===== src/rtl/btn_pkg.sv =====
// Shared constants and types for the button conditioner.
// HOLD_REPEAT_EN (optional) enables auto-repeat on held buttons.
package btn_pkg;

   localparam int DB_DEF      = 1_000_000;
   localparam int RPT_DLY_DEF = 50_000_000;
   localparam int RPT_PER_DEF = 10_000_000;

   // Short variants so simulation stays in the tens of cycles
   localparam int DB_SIM      = 4;
   localparam int RPT_DLY_SIM = 8;
   localparam int RPT_PER_SIM = 3;

   localparam logic [0:0] ST_IDLE = 1'b0;
   localparam logic [0:0] ST_PEND = 1'b1;

   typedef struct packed {
      logic level;
      logic rise;
      logic fall;
   } chan_out_t;

   function automatic int cnt_w(input int n);
      return (n < 2) ? 1 : $clog2(n);
   endfunction

endpackage


===== src/rtl/debounce_chan.sv =====
// One channel: 2-FF synchroniser, debounce FSM/counter, edge pulses.
// With HOLD_REPEAT_EN defined, a held level also emits periodic rise pulses.
module debounce_chan
   import btn_pkg::*;
#(
`ifdef HOLD_REPEAT_EN
   parameter int REPEAT_DELAY  = RPT_DLY_DEF,
   parameter int REPEAT_PERIOD = RPT_PER_DEF,
`endif
   parameter int DB_CYCLES = DB_DEF
) (
   input  logic      clk,
   input  logic      rst,
   input  logic      raw,
   output chan_out_t out
);

   localparam int            CW   = cnt_w(DB_CYCLES);
   localparam logic [CW-1:0] LAST = CW'(DB_CYCLES - 1);

   logic          sync1, sync2;
   logic          level, rise, fall;
   logic [0:0]    state;
   logic [CW-1:0] count;
   logic          accept;

   // Count only reaches LAST while PENDING, so it can never wrap
   assign accept = (sync2 != level) && (state == ST_PEND) && (count == LAST);

`ifdef HOLD_REPEAT_EN
   localparam int RPT_MAX = (REPEAT_DELAY > REPEAT_PERIOD) ? REPEAT_DELAY : REPEAT_PERIOD;
   localparam int HW      = cnt_w(RPT_MAX);
   localparam logic [HW-1:0] DLY_LAST = HW'(REPEAT_DELAY - 1);
   localparam logic [HW-1:0] PER_LAST = HW'(REPEAT_PERIOD - 1);

   logic [HW-1:0] hold_cnt;
   logic          rep_phase;
`endif

   always_ff @(posedge clk) begin
      if (rst) begin
         sync1 <= 1'b0;
         sync2 <= 1'b0;
         level <= 1'b0;
         rise  <= 1'b0;
         fall  <= 1'b0;
         state <= ST_IDLE;
         count <= '0;
`ifdef HOLD_REPEAT_EN
         hold_cnt  <= '0;
         rep_phase <= 1'b0;
`endif
      end else begin
         sync1 <= raw;
         sync2 <= sync1;
         rise  <= 1'b0;
         fall  <= 1'b0;
         if (sync2 == level) begin
            state <= ST_IDLE;
            count <= '0;
         end else if (accept) begin
            state <= ST_IDLE;
            count <= '0;
            level <= sync2;
            rise  <= sync2;
            fall  <= ~sync2;
         end else begin
            state <= ST_PEND;
            count <= count + 1'b1;
         end
`ifdef HOLD_REPEAT_EN
         // Hold timer runs from the accepted rise; any level change restarts it silently
         if (accept || !level) begin
            hold_cnt  <= '0;
            rep_phase <= 1'b0;
         end else if (hold_cnt == (rep_phase ? PER_LAST : DLY_LAST)) begin
            rise      <= 1'b1;
            hold_cnt  <= '0;
            rep_phase <= 1'b1;
         end else begin
            hold_cnt <= hold_cnt + 1'b1;
         end
`endif
      end
   end

   assign out = '{level: level, rise: rise, fall: fall};

endmodule


===== src/rtl/button_conditioner.sv =====
// Debounced level plus rise/fall pulses for N_IN independent raw inputs.
// HOLD_REPEAT_EN (optional) adds auto-repeat rise pulses while held.
module button_conditioner
   import btn_pkg::*;
#(
   parameter int N_IN = 5,
`ifdef HOLD_REPEAT_EN
   parameter int REPEAT_DELAY  = RPT_DLY_DEF,
   parameter int REPEAT_PERIOD = RPT_PER_DEF,
`endif
   parameter int DB_CYCLES = DB_DEF
) (
   input  logic            clk,
   input  logic            rst,
   input  logic [N_IN-1:0] btn_raw,
   output logic [N_IN-1:0] btn_level,
   output logic [N_IN-1:0] btn_rise,
   output logic [N_IN-1:0] btn_fall
);

   chan_out_t [N_IN-1:0] chan;

   for (genvar g = 0; g < N_IN; g++) begin : g_chan
      debounce_chan #(
`ifdef HOLD_REPEAT_EN
         .REPEAT_DELAY (REPEAT_DELAY),
         .REPEAT_PERIOD(REPEAT_PERIOD),
`endif
         .DB_CYCLES(DB_CYCLES)
      ) u_chan (
         .clk(clk),
         .rst(rst),
         .raw(btn_raw[g]),
         .out(chan[g])
      );
      assign btn_level[g] = chan[g].level;
      assign btn_rise[g]  = chan[g].rise;
      assign btn_fall[g]  = chan[g].fall;
   end

endmodule


===== config.mk =====
export PLATFORM = sky130hd
export DESIGN_NAME = button_conditioner
export DESIGN_NICKNAME = d
export VERILOG_FILES = /design/src/rtl/btn_pkg.sv /design/src/rtl/debounce_chan.sv /design/src/rtl/button_conditioner.sv
export SDC_FILE = /design/constraint.sdc
export NUM_CORES = 1
export LEC_CHECK = 0
export BUFFER_PORTS_ARGS = -buffer_cell sky130_fd_sc_hd__buf_4
export CAP_MARGIN = 10
export CORE_ASPECT_RATIO = 1.75
export CORE_MARGIN = 2
export CORE_UTILIZATION = 42
export DETAILED_ROUTE_END_ITERATION = 16
export PLACE_DENSITY_LB_ADDON = 0.05
export REMOVE_ABC_BUFFERS = 1
export SYNTH_ARGS = -nofsm -noshare
export SYNTH_HDL_FRONTEND = slang
export SYNTH_HIERARCHICAL = 1
export SYNTH_SLANG_ARGS = --single-unit

===== constraint.sdc =====
create_clock -name clk -period 3.4 [get_ports clk]
set_input_delay 0.17 -clock clk [delete_from_list [all_inputs] [get_ports clk]]
set_output_delay 0.17 -clock clk [all_outputs]
set_load 0.05 [all_outputs]

# After elaboration in Yosys (flattened, before gate mapping)

Cells that the tools add are included.

$add $sub $neg: 5
Equality and inequality tests: 15
Muxes and demuxes: 5
Bitwise operators: 15
Reductions and logical operators: 30

Operator list:

| kind                                                             | number |
|---|---|
| 20-bit by 1-bit adder with 20-bit output (second input constant) | 5 |
| 20-bit equality test (second input constant)                     | 5 |
| 3-bit OR reduction                                               | 10 |
| 1-bit inverter                                                   | 15 |
| 1-bit logical AND                                                | 10 |
| 2-bit AND reduction                                              | 5 |
| 2-bit OR reduction                                               | 5 |
| 1-bit equality test                                              | 5 |
| 1-bit 2-to-1 mux                                                 | 5 |
| 1-bit inequality test                                            | 5 |

Flip-flop bits (word level): 130
Input bits: 7
Output and inout port bits: 15
Logic and storage cells: 105

# Logic depth before layout (Yosys ltp)

Gate-level depths: netlist of run 1.

Depth after elaboration: 5
Gate-level depth with buffers: 6
Gate-level depth less buffers: 5

# Modules after synthesis

Netlist of run 1, hierarchy kept.

Modules (own cells, without submodules):

| module                                | times used | cells an instance | area each (um^2) | sequential area each (um^2) |
|---|---|---|---|---|
| debounce_chan at g_chan[0].u_chan ... | 3          | 125               | 1131.1           | 520.5 |
| debounce_chan at g_chan[2].u_chan     | 1          | 125               | 1129.8           | 520.5 |
| debounce_chan at g_chan[4].u_chan     | 1          | 126               | 1118.6           | 520.5 |

# Worst setup path before layout of run 1

Ideal clock, no wire load.

Path kind: reg-to-reg
Start: reg g_chan[0].u_chan.count[11]
End: reg g_chan[0].u_chan.count[18]
Library setup time: 0.125 ns
Arrival: 1.705 ns
Data required time: 3.275 ns
Setup slack: 1.569 ns
Stages on the path, launching flop included: 6
Buffers on the path: 1
Clock period less this slack: 1.831 ns
Cell sequence: dfxtp_1 -> or4b_1 -> or4_4 -> o21ai_2 -> buf_6 -> a21oi_1

Cells in the longest elaborated chain, start to end: 3
Elaborated cells on any way between the ends: 4
Classes of those cells: 1 x add/sub; 1 x eq/ne; 2 x reduce/logical

Ends and longest elaborated chain:

| what                                                                                             | line                | text |
|---|---|---|
| start: declaration                                                                               | debounce_chan.sv:24 | `logic [CW-1:0] count;` |
| start signal: assignment                                                                         | debounce_chan.sv:69 | `count <= count + 1'b1;` |
| parallel branches: the longest is 3 deep, another holds 20-bit by 1-bit adder with 20-bit output | -                   |  |

Parallel ways; which one is timed is not known.
A chain may end at the register's enable or synchronous reset.

# Final worst setup path of run 1

Start: reg g_chan[0].u_chan.count[12]
End: reg g_chan[0].u_chan.count[4]

Cells in the longest elaborated chain, start to end: 3

Ends and longest elaborated chain:

| what                         | line                | text |
|---|---|---|
| 20-bit equality test         | debounce_chan.sv:28 | `assign accept = (sync2 != level) && (state == ST_PEND) && (count == LAST);` |
| 1-bit logical AND            | debounce_chan.sv:28 |  |
| 3-bit OR reduction (no line) | -                   |  |

Every way passes these cells.

==> out/qor.yml, run 1 <==
max-vdd-ir-drop_mv: 0.404
p_seq_share_pct: 46.2
post-route-util_pct: 48.4
ys_warn_count: 6
r2r_slack_ps: 990
design_area_sq_um: 6410
seq_area_sq_um: 2600
power_leakage_uw: 0.00195
place_ws_ps: 996
worstPathRequired_ps: 3650
wirelength_um: 11300
setup_viol: 0
rsz0062_at_grt: "false"
critPathBufInv: 0
grt_pass1_wl_um: 19900
cap_violations: 0
first_pass_iters: 4
ys_types: 36
syn2layout_area_growth_pct: 13.7
placed_area_sq_um: 5800
h-tree-depth: 4
cp_max_fo: 20
place_congestion: 0.792
drt_iter0_drc: 123
synth.avg_cell_area_sq_um: 9.01
status: "complete, no violations"
vias: 4364
fin_tns_setup_ps: 0
cts-root-buf: "clkbuf_16"
hp-class: "in -> reg"
viasPerCell: 5.28
syn-cell-area_sq_um: 5640
rr_endpoint: "g_chan[0].u_chan/count[4]$_SDFF_PP0_"
cts_buffers: 17
synth_seq_area_share_pct: 46.1
port_buffers: 21
drc: 0
worstSkewPairLatency_ps: 410
die_h_um: 157
clkSlewWorstSetupHoldPaths_ps: 50
dieWidth_um: 91.6
core_area_sq_um: 13200
grt_overflow: 0
cp_slowest_cell: "o21ai_2"
end_kind: "flop"
r2r-start: "g_chan[0].u_chan/count[12]$_SDFF_PP0_"
worst_slack_ps: 988
die_area_sq_um: 14400
clock_sinks: 130
rr_worst_depth: 4
route.met3.wl_um: 317
min_to: "g_chan[4].u_chan/sync2$_SDFF_PP0_"
multiInputGateArea_sq_um: 2720
dp.cells: 793
wl_met2_um: 5870
antenna_found_initial: 0
drive_above_1_share_pct: 10.6
highest_layer: "met4"
post-dp-hpwl_um: 7930
tightest_slew_ps: 885
hold_violations: 0
grt_start_max_net_pins: 25
critPathKind: "reg -> reg"
max_stage_delay_ps: 720
p_sw_uw: 648
p_int_uw: 2690
cts_tree: "yes"
whs_path_depth: 2
cp-startpoint: "g_chan[0].u_chan/count[12]$_SDFF_PP0_"
final_max_slew_viol_count: 0
nets: 655
antennaDiodeCount: 0
clk_path_buf_depth: 2
n_fill_cell: 1266
initial_core_util_pct: 42.6
drt-met1-wl_um: 4740
worst_ep_arrival_time_ps: 2670
crit_family: "simple AND/OR/NAND/NOR gates"
rows: 56
wl_per_cell_um: 13.7
clock-skew-final_ps: 7.48
comb_power_share_pct: 1.1
worstPathCellList: "or4b_1, or4_4, o21ai_2, nor2_1"
power.share.switching_pct: 19.4
io_pins: 22
grt_usage_pct: 17.1
period_share_pct: 70.9
clkPwrFrac_pct: 52.8
relSlewSlack_pct: 41.0
grt_pass1_vias: 4323
power_density_nw_per_um2: 520
ant_nets: 0
hold_path.startpoint: "rst"
final_common_cell: "dfxtp_1"
final_cell_mix: "130 x dfxtp_1, 93 x nor2_1, 54 x xnor2_1, 40 x nand2_1, 29 x nor4_1"
fin_crit_ps: 2410
syn_inst: 626
start_kind: "flop"
fmax_mhz: 415
ys_seq_elements: 130
layout.cells.non_filler: 827
-- timing repair --
action | 4_1_cts | 5_1_grt
endpoints found under the hold margin | 5 | 0
hold buffers | 5 | 0
setup buffers | 0 | 0
resized for setup | 0 | 0
-- through the flow --
step	hold slack, ps	total power (uW)
finish	126	3340
global route	123	3460
CTS	108	3390
detailed placement	385	1600
global placement	386	1600
floorplan	239	1590
-- power by group through the flow --
stage,clock network (uW),logic (uW),registers [uW]
after floorplan,0,17.0,1570
after global placement,0,32.2,1570
after detailed placement,0,32.3,1570
after CTS,1810,36.8,1540
after global routing,1880,40.8,1540
final,1760,36.1,1540
-- final cells by class --
class                      instances  share of cell area, %
multi-input combinational        442                   42.4
sequential                       130                   40.6
clock buffer                      23                   7.61
tap                              174                   3.39
timing repair buffer              27                   3.35
inverter                          25                   1.46
clock inverter                     6                   1.25
-- kinds of logic (layout without fill, tap and decap cells) --
group / count (synthesis) / count (layout) / synth area share (%)
compound gates: 59 / 59 / 6.21
xor+xnor: 73 / 73 / 11.3
fa+ha+maj: 5 / 5 / 1.11
buf+inv: 54 / 81 / 5.70
flops: 130 / 130 / 46.1
simple gates: 305 / 305 / 29.5
-- worst max-delay path by stage --
stage	slack (ps)	cells past startpoint	end
after floorplan	1200	4	g_chan[4].u_chan/count[10]$_SDFF_PP0_
after global placement	1010	4	g_chan[2].u_chan/count[11]$_SDFF_PP0_
after detailed placement	1000	4	g_chan[1].u_chan/count[3]$_SDFF_PP0_
after CTS	990	4	g_chan[0].u_chan/count[4]$_SDFF_PP0_
after global routing	830	4	g_chan[2].u_chan/count[5]$_SDFF_PP0_
final	990	4	g_chan[0].u_chan/count[4]$_SDFF_PP0_
-- state kept, by name, indices dropped and copies added, names as in the netlist --
signal               cells
g_chan.u_chan/count    100
g_chan.u_chan/fall       5
g_chan.u_chan/level      5
g_chan.u_chan/rise       5
g_chan.u_chan/state      5
g_chan.u_chan/sync1      5
g_chan.u_chan/sync2      5
-- metal layers --
metal  track usage [%]  up-vias
met5                 0        -
met4              9.67        0
met3              4.02       28
met2              30.0       62
met1              18.8     2041
li1                  -     2233
-- cells in the mapped netlist --
library cell  number  area [sq um]
dfxtp_1          130          2600
nor2_1            93           349
xnor2_1           54           473
nand2_1           40           150
nor4_1            29           181
nand3_1           28           140
a21oi_1           27           135
inv_1             21          78.8
or3_1             19           119
or4_1             19           143
xor2_1            19           166
o31ai_1           16           120
buf_4             15           113
nand4_1           15          93.8
nor3_1            13          65.1
o21ai_0           11          55.1
nor2b_1           10          62.6
buf_6              8          90.1
or4b_1             8          80.1
and4_1             7          61.3
and3_1             5          31.3
ha_1               5          62.6
nand4b_1           5          43.8
clkbuf_1           4          15.0
inv_2              4          15.0
nand4_2            4          50.1
o21ai_2            4          35.0
or4_4              4          45.0
buf_2              2          10.0
and2_1             1          6.26
and2_2             1          7.51
and4_2             1          10.0
nand3_2            1          10.0
nor4b_1            1          8.76
o21ai_1            1          5.00
or3_2              1          7.51
No activity file was read; power rests on OpenSTA's default activity.
==> inputs of run 2 (changes only) <==
--- a/config.mk
+++ b/config.mk
@@ -5,6 +5,7 @@
 export SDC_FILE = /design/constraint.sdc
 export NUM_CORES = 1
 export LEC_CHECK = 0
+export ABC_AREA = 1
 export BUFFER_PORTS_ARGS = -buffer_cell sky130_fd_sc_hd__buf_4
 export CAP_MARGIN = 10
 export CORE_ASPECT_RATIO = 1.75
==> constraint.sdc (replaced) <==
create_clock -name clk -period 2.3 [get_ports clk]
set_input_delay 0.115 -clock clk [delete_from_list [all_inputs] [get_ports clk]]
set_output_delay 0.115 -clock clk [all_outputs]
set_load 0.05 [all_outputs]
==> out/qor.yml, run 2 <==
synth_top_area_share_pct: 41.3
hold_path.startpoint: "rst"
hold_violations: 0
hp-class: "in -> reg"
wirelength_um: 12900
cap_violations: 0
die_h_um: 166
synth.avg_cell_area_sq_um: 6.91
layout.cells.non_filler: 1127
fmax_mhz: 576
r2r-start: "g_chan[1].u_chan/count[0]$_SDFF_PP0_"
synthTopCellsByCount: "244 x nor2_1, 219 x nand2_1, 130 x dfxtp_1"
cts_tree: "yes"
synth.top_cells.by_area: "dfxtp_1 41%, nor2_1 15%, nand2_1 13%, inv_1 4.7%, xnor2_1 3.9%"
worstSkewPairLatency_ps: 410
final_common_cell: "nor2_1"
clock_sinks: 130
antennaDiodeCount: 0
dieWidth_um: 96.6
final_max_slew_viol_count: 0
async_reset_ff_share_pct: 0
largest_register_ffs: 100
grt_usage_pct: 17.4
synth_seq_area_share_pct: 41.3
whs_ps: 37.1
nets: 943
ant_nets: 0
post-dp-hpwl_um: 9730
wl_per_cell_um: 11.5
worst_ep_arrival_time_ps: 2020
fin_tns_setup_ps: 0
vias: 5384
drive_above_1_share_pct: 10.1
final_cell_mix: "244 x nor2_1, 219 x nand2_1, 130 x dfxtp_1, 79 x inv_1, 39 x nand3_1"
ys_warn_count: 6
relSlewSlack_pct: 70.8
syn2layout_area_growth_pct: 12.8
port_buffers: 21
viasPerCell: 4.78
critPathKind: "reg -> reg"
grt_start_max_net_pins: 22
syn-cell-area_sq_um: 6300
fin_crit_ps: 1740
worstPathRequired_ps: 2590
max-vdd-ir-drop_mv: 0.438
period_share_pct: 75.5
die_area_sq_um: 16000
end_kind: "flop"
core_area_sq_um: 14800
status: "complete, no violations"
cts-root-buf: "clkbuf_16"
rsz0062_at_grt: "false"
yosysMostFrequentCell: "nor2_1"
place_congestion: 0.897
setup_viol: 0
synth_edf_count: 0
synth_top_flop_cell: "dfxtp_1"
start_kind: "flop"
dp.cells: 1090
tightest_slew_ps: 436
drt_iter0_drc: 137
grt_pass1_wl_um: 22100
antenna_found_initial: 0
power_density_nw_per_um2: 705
cp_max_fo: 21
clk_path_buf_depth: 2
h-tree-depth: 4
cp-startpoint: "g_chan[1].u_chan/count[0]$_SDFF_PP0_"
regMostFlops: "g_chan.u_chan/count"
power_leakage_uw: 0.00226
first_pass_iters: 5
syn_inst: 911
grt_overflow: 0
synth_area_leader_cell: "dfxtp_1"
rows: 59
grt_pass1_vias: 5174
clock-skew-final_ps: 8.32
drc: 0
ys_types: 24
clkSlewWorstSetupHoldPaths_ps: 60
initial_core_util_pct: 42.7
cts_setup_buffers: 0
ys_seq_elements: 130
io_pins: 22
cts_buffers: 17
run 2: what timing repair did:
| action | 4_1_cts | 5_1_grt |
|---|---|---|
| gates resized for setup | 0 | 0 |
| endpoints found under the hold margin | 5 | 0 |
| hold buffers | 5 | 0 |
run 2: final timing paths:
check                                                to  slack [ps]  depth (start not counted)
setup reg to reg  g_chan[1].u_chan/count[17]$_SDFF_PP0_         560                          8
setup / recovery  g_chan[1].u_chan/count[17]$_SDFF_PP0_         560                          8
hold reg to reg       g_chan[3].u_chan/sync2$_SDFF_PP0_         410                          2
hold / removal        g_chan[3].u_chan/sync1$_SDFF_PP0_          40                          2
run 2: logic make-up (layout without fill, tap and decap cells):
logic type      Yosys count  in the layout  share of synthesized area (%)
flops                   130            130                           41.3
compound gates           41             41                           3.66
xor+xnor                 50             50                           6.95
simple gates            576            576                           38.5
fa+ha+maj                 5              5                          0.993
buf+inv                 109            142                           8.58
run 2: cell type report:
class | instances | area [sq um]
sequential | 130 | 2600
multi-input combinational | 672 | 3150
timing repair buffer | 26 | 208
tap | 183 | 229
fill | 1524 | 7660
inverter | 84 | 315
clock buffer | 18 | 439
clock inverter | 14 | 155
run 2: layer usage:
layer  part of all wire (%)  wire length (um)  track usage (%)
met5                      0                 0                0
met4                    1.9               248             6.86
met3                    3.1               402             5.35
met2                     54              7010             31.6
met1                     41              5280             18.1
run 2: where the power goes:
group | leakage (uW) | internal, uW | switching, uW | total [uW]
Sequential | 0.00105 | 2270 | 7.46 | 2270
Combinational | 0.000939 | 23.1 | 39.6 | 62.7
Clock | 0.000276 | 1630 | 1030 | 2670
Total | 0.00226 | 3920 | 1080 | 5000
run 2: through the flow:
stage / worst slack (ps) / area, sq um / total power, uW / util [%]
floorplan: 787 / 6070 / 2350 / -
global placement: 610 / 6460 / 2380 / 43.7
detailed placement: 550 / 6460 / 2380 / 43.7
CTS: 537 / 7100 / 5100 / 48.1
global route: 376 / 7100 / 5200 / 48.1
finish: 563 / 7100 / 5000 / 48.1
run 2: worst max-delay path, stage by stage (launching register included):
cell and delay [ps]:
dfxtp_1 370, ha_1 210, nand3_2 180, inv_2 130, nand2_1 70, nor2_2 130
nand2_1 80, nand2_2 340, nor2_1 100
